**src/rtl/deser_stage.sv**
```systemverilog
// deser_stage: serial-to-parallel deserializer with start-of-frame alignment,
// a single-entry output register with valid/ready handshake, a sticky
// overflow flag for dropped words and a running count of loaded words.
module deser_stage #(
   parameter int N         = 8,
   parameter bit MSB_FIRST = 1'b1
) (
   input  logic         clock,
   input  logic         reset,
   input  logic         sin_valid,
   input  logic         sin_data,
   input  logic         sin_sof,
   output logic [N-1:0] q,
   output logic         q_valid,
   input  logic         q_ready,
   output logic         overflow,
   output logic [15:0]  word_count
);

   localparam int CW = $clog2(N);

   typedef enum logic {
      HUNT  = 1'b0,
      SHIFT = 1'b1
   } state_t;

   state_t         state, state_nxt;
   logic [CW-1:0]  cnt, cnt_nxt;
   logic [N-1:0]   sr, sr_nxt;
   logic           word_done;

   logic [N-1:0]   q_nxt;
   logic           q_valid_nxt;
   logic           overflow_nxt;
   logic [15:0]    word_count_nxt;

   // Frame alignment and bit assembly: next state, bit counter, shift register.
   always_comb begin
      state_nxt = state;
      cnt_nxt   = cnt;
      sr_nxt    = sr;
      word_done = 1'b0;
      if (sin_valid) begin
         if (sin_sof) begin
            // A sof always restarts the word, discarding any partial one.
            state_nxt = SHIFT;
            cnt_nxt   = CW'(1);
            sr_nxt    = MSB_FIRST ? {{(N-1){1'b0}}, sin_data}
                                  : {sin_data, {(N-1){1'b0}}};
         end else if (state == SHIFT) begin
            sr_nxt = MSB_FIRST ? {sr[N-2:0], sin_data}
                               : {sin_data, sr[N-1:1]};
            if (cnt == CW'(N-1)) begin
               word_done = 1'b1;
               cnt_nxt   = '0;
            end else begin
               cnt_nxt = cnt + CW'(1);
            end
         end
      end
   end

   // Output register stage: load, consume, drop-on-full and word counting.
   always_comb begin
      q_nxt          = q;
      q_valid_nxt    = q_valid;
      overflow_nxt   = overflow;
      word_count_nxt = word_count;
      if (word_done && (!q_valid || q_ready)) begin
         q_nxt          = sr_nxt;
         q_valid_nxt    = 1'b1;
         word_count_nxt = word_count + 16'd1;
      end else begin
         if (word_done) begin
            overflow_nxt = 1'b1;
         end
         if (q_valid && q_ready) begin
            q_valid_nxt = 1'b0;
         end
      end
   end

   // State register with synchronous reset; idle cycles hold everything.
   always_ff @(posedge clock) begin
      if (reset) begin
         state      <= HUNT;
         cnt        <= '0;
         sr         <= '0;
         q          <= '0;
         q_valid    <= 1'b0;
         overflow   <= 1'b0;
         word_count <= '0;
      end else begin
         state      <= state_nxt;
         cnt        <= cnt_nxt;
         sr         <= sr_nxt;
         q          <= q_nxt;
         q_valid    <= q_valid_nxt;
         overflow   <= overflow_nxt;
         word_count <= word_count_nxt;
      end
   end

endmodule

```
**config.mk**
```make
export PLATFORM = sky130hd
export DESIGN_NAME = deser_stage
export DESIGN_NICKNAME = d
export VERILOG_FILES = /design/src/rtl/deser_stage.sv
export SDC_FILE = /design/constraint.sdc
export NUM_CORES = 1
export LEC_CHECK = 0
export BUFFER_PORTS_ARGS = -buffer_cell sky130_fd_sc_hd__buf_2
export CAP_MARGIN = 20
export CORE_ASPECT_RATIO = 1.2
export CORE_MARGIN = 8
export CORE_UTILIZATION = 51
export DETAILED_ROUTE_END_ITERATION = 8
export GPL_ROUTABILITY_DRIVEN = 1
export PLACE_DENSITY_LB_ADDON = 0.05
export SLEW_MARGIN = 20
export SYNTH_ARGS = -nofsm -noshare
export SYNTH_HDL_FRONTEND = slang
export SYNTH_SLANG_ARGS = --single-unit
```
**constraint.sdc**
```tcl
create_clock -name clock -period 2.2 [get_ports clock]
set_clock_uncertainty 0.1 [all_clocks]
set_input_delay 0.44 -clock clock [delete_from_list [all_inputs] [get_ports clock]]
set_output_delay 0.44 -clock clock [all_outputs]
set_load 0.01 [all_outputs]
```
# Word-level counts from Yosys, hierarchy flattened
# Cells that the tools add are included.
[word_totals]
reg_bits = 38
out_inout_bits = 26
inputBits = 6
wordCells = 32
[classes]
n_reduce_logical = 9
bitwise = 1
n_mux = 12
addsub = 2
n_eq_ne = 1
[ops]
columns = ["cell", "count"]
rows = [
  ["two-way mux 8 bit", 3],
  ["adder 16 x 1 -> 16 bit, second input constant", 1],
  ["two-way mux 3 bit", 3],
  ["two-way mux 1 bit", 6],
  ["AND reduction 2 bit", 3],
  ["nonzero test 2 bit", 2],
  ["adder 3 x 1 -> 3 bit, second input constant", 1],
  ["== test 3 bit, second input constant", 1],
  ["logical AND 1 bit", 2],
  ["zero test 1 bit", 1],
  ["logical OR 1 bit", 1],
  ["NOT 1 bit", 1],
]

# Longest topological paths before layout
[logic_depth]
depth_word = 8
ltp_mapped = 7
mapped_depth_nobuf = 6

# Worst setup path after synthesis
# No wires, ideal clock.
[synth_path]
path_kind = "reg-to-reg"
from = "register cnt[0]"
to = "register word_count[15]"
setup_ps = 70
path_stages_with_launch = 7
n_path_buf = 0
path_slack_ps = 332
t_arrival_ps = 1698
required_ps = 2030
period_less_slack_ps = 1868
path_cell_list = "dfxtp_1 > ha_1 > ha_1 > and3_1 > nand3_1 > or4_1 > a21oi_1"
[synth_via]
elab_chain_len = 6
[synth_lines]
columns = ["item", "line_no", "source"]
rows = [
  ["start: declaration", "28", "logic [CW-1:0] cnt, cnt_nxt;"],
  ["start signal: assignment", "95", "cnt <= cnt_nxt;"],
  ["== test 3 bit", "53", "if (cnt == CW'(N-1)) begin"],
  ["two-way mux 1 bit", "53", ""],
  ["two-way mux 1 bit", "50", "end else if (state == SHIFT) begin"],
  ["two-way mux 1 bit", "44", "if (sin_sof) begin"],
  ["two-way mux 1 bit", "43", "if (sin_valid) begin"],
  ["logical AND 1 bit", "69", "if (word_done && (!q_valid || q_ready)) begin"],
  ["end signal: assignment", "100", "word_count <= word_count_nxt;"],
  ["end: declaration", "17", "output logic [15:0] word_count"],
]
# No other way between the ends.
# A chain may end at the register's enable or synchronous reset.

# Worst setup path after layout
[layout_path]
from = "register cnt[1]"
to = "register word_count[7]"
# The elaborated chain is that of the path after synthesis.

==> metrics.yaml <==
outcome: "finished, final reports clean"
cp_max_fo: 8
relSlewSlack: 0.5607
first_pass_iters: 4
synth.distinct_cells: 31
yosys_warnings: 0
drtAntennaViolNets: 0
nets: 209
rsz0062_at_grt: "no"
clk_pin_slew_worst_paths_ns: 0.11
drv_slew: 0
reg2reg_setup_slack_ns: 0.27
drive_gt1_frac: 0.2488
cts_setup_buffers: 0
p_clk_frac: 0.334
tritoncts_num_sinks: 38
antenna_cells: 0
timing.max_cap.violations: 0
endpoint_kind: "register"
synth.avg_cell_area_um2: 9.282
clk_latency_ns: 0.33
tightest_slew_ns: 0.6589
irDropWorstVdd_v: 0.0005093
hold_start: "sin_data"
postPlaceCellArea_mm2: 0.001748
timing.fmax_mhz: 516.8
core_area_mm2: 0.002973
p_sw_w: 0.0002351
row_count: 22
finalPower_w: 0.001093
synth_nets: 174
grt_pass1_wl_mm: 5.347
start_util: 0.5152
hold_viol: 0
hp-class: "primary input to register"
grt_max_degree: 39
critPathLaunch: "cnt[1]$_SDFFE_PP0P_"
intPower_w: 0.0008578
netlist_instances: 165
wl_met1_mm: 1.268
cts_tree: "done"
setup_viol: 0
root_buffer: "clkbuf_4"
start_kind: "register"
wire_per_inst_um: 13.64
dieHeight_um: 76.03
arrival_ns: 2.10
fp.dieArea_mm2: 0.005020
r2r-start: "cnt[1]$_SDFFE_PP0P_"
final_cell_count_no_fill: 237
min_period_ns: 1.935
required_ns: 2.36
final_common_cell: "dfxtp_1"
dieWidth_um: 66.03
ctsHoldBuffers: 0
route.met2.wl_mm: 1.736
tns_ns: 0
leakage_nw: 0.7349
swShare: 0.2151
gp_congestion: 0.7204
synth_seq_cells: 38
p_per_area_mw_per_mm2: 604.4
dp.cells: 229
grt_use_total: 0.1351
antenna_found_initial: 0
fin_util: 0.6082
gr-total-overflow: 0
vias: 1340
top_layer_used: "met4"
syn_to_final_growth_pct: 18.06
critPathKind: "register to register"
htree_levels: 2
vias_per_cell: 5.654
yosysSeqAreaShare: 0.4967
combPwrFrac: 0.031
design_area_mm2: 0.001808
io_pins: 32
wl_met3_um: 164
port_buffers: 31
dr.first_iter.drc_count: 49
dpl.hpwl_mm: 2.364
clk_path_buf_depth: 2
power_frac_seq: 0.636
routed_wl_mm: 3.233
remaining_drc_errors: 0
final_cell_mix: "38 x dfxtp_1, 31 x buf_2, 26 x nor2_1"
first_global_vias: 1290
cts.repair.resized: 0
cts-buffers-inserted: 5
period_share: 0.8795
syn-cell-area_mm2: 0.001531
==> per-stage QoR <==
stage,hold slack [ns],setup slack (ns)
2_1_floorplan,0.3541,0.3316
3_3_place_gp,0.3723,0.2304
3_5_place_dp,0.3730,0.1307
4_1_cts,0.2481,0.2453
5_1_grt,0.2603,0.1179
6_report,0.2617,0.2651
==> cell families (layout without fill, tap and decap cells) <==
group / Yosys count / in the layout / synth area share
AOI/OAI and AO/OA: 43 / 43 / 0.1814
xor gates and xnor gates: 5 / 5 / 0.02859
adders and majority gates: 3 / 3 / 0.02451
buffers and inverters: 12 / 48 / 0.03921
DFF: 38 / 38 / 0.4967
muxes: 2 / 2 / 0.01307
and+or+nand+nor: 62 / 62 / 0.2165
==> worst max-delay path, stage by stage (launching register included) <==
cell	delay [ns]
dfxtp_1	0.37
ha_1	0.15
ha_1	0.16
and3_1	0.21
nand3_1	0.21
buf_4	0.21
or3_1	0.31
a21oi_1	0.16
==> area by class of cell <==
cell class                      count  area, um2
Clock inverter                      1      5.005
Timing Repair Buffer               39      227.7
Fill cell                         273       1165
Sequential cell                    38      760.7
Tap cell                           36      45.04
Multi-Input combinational cell    115      710.7
Inverter                            1      3.754
Clock buffer                        7      55.05
==> final timing paths <==
path	endpoint	cells after the start
max	word_count[7]$_SDFFE_PP0P_	7
min	sr[0]$_SDFF_PP0_	3
max reg2reg	word_count[7]$_SDFFE_PP0P_	7
min reg2reg	cnt[0]$_SDFFE_PP0P_	2
==> state kept, by name (all words and copies together) (netlist names) <==
register,flops
cnt,3
overflow,1
q,8
q_valid,1
sr,8
state,1
word_count,16
==> cells in the mapped netlist <==
master    count  share of area
ha_1          3          0.025
o21ai_1       1         0.0033
nand2_1       8          0.020
and3b_1       1         0.0057
xor2_1        4          0.023
nand3_1       4          0.013
nor3b_1       1         0.0049
a211oi_1      8          0.039
buf_2         3         0.0098
or4_1         6          0.029
a22oi_1       9          0.044
dfxtp_1      38           0.50
o21ai_0       5          0.016
and4_1        1         0.0057
nand2b_1      1         0.0041
and4_4        1         0.0074
o31ai_1       6          0.029
and3_1        3          0.012
buf_6         1         0.0074
or3_1         4          0.016
nand4_2       2          0.016
nand4_1       3          0.012
a21oi_1      13          0.042
nor2_1       26          0.064
o21ba_2       1         0.0065
xnor2_1       1         0.0057
inv_1         1         0.0024
buf_4         1         0.0049
clkbuf_1      6          0.015
mux2i_1       2          0.013
nand4b_1      1         0.0057
==> power groups by stage <==
stage / Sequential (W) / Clock, W / Combinational [W]
finish: 0.000695 / 0.000365 / 0.0000336
global route: 0.000696 / 0.000413 / 0.0000380
CTS: 0.000695 / 0.000384 / 0.0000341
detailed placement: 0.000710 / 0 / 0.0000342
global placement: 0.000710 / 0 / 0.0000323
floorplan: 0.000710 / 0 / 0.0000226
==> routing by layer <==
metal / up-vias / GRT usage
met5: - / 0
met4: 0 / 0.07709
met3: 6 / 0.06029
met2: 25 / 0.2395
met1: 640 / 0.1203
li1: 669 / -
Power figures use the tool's default switching activity.
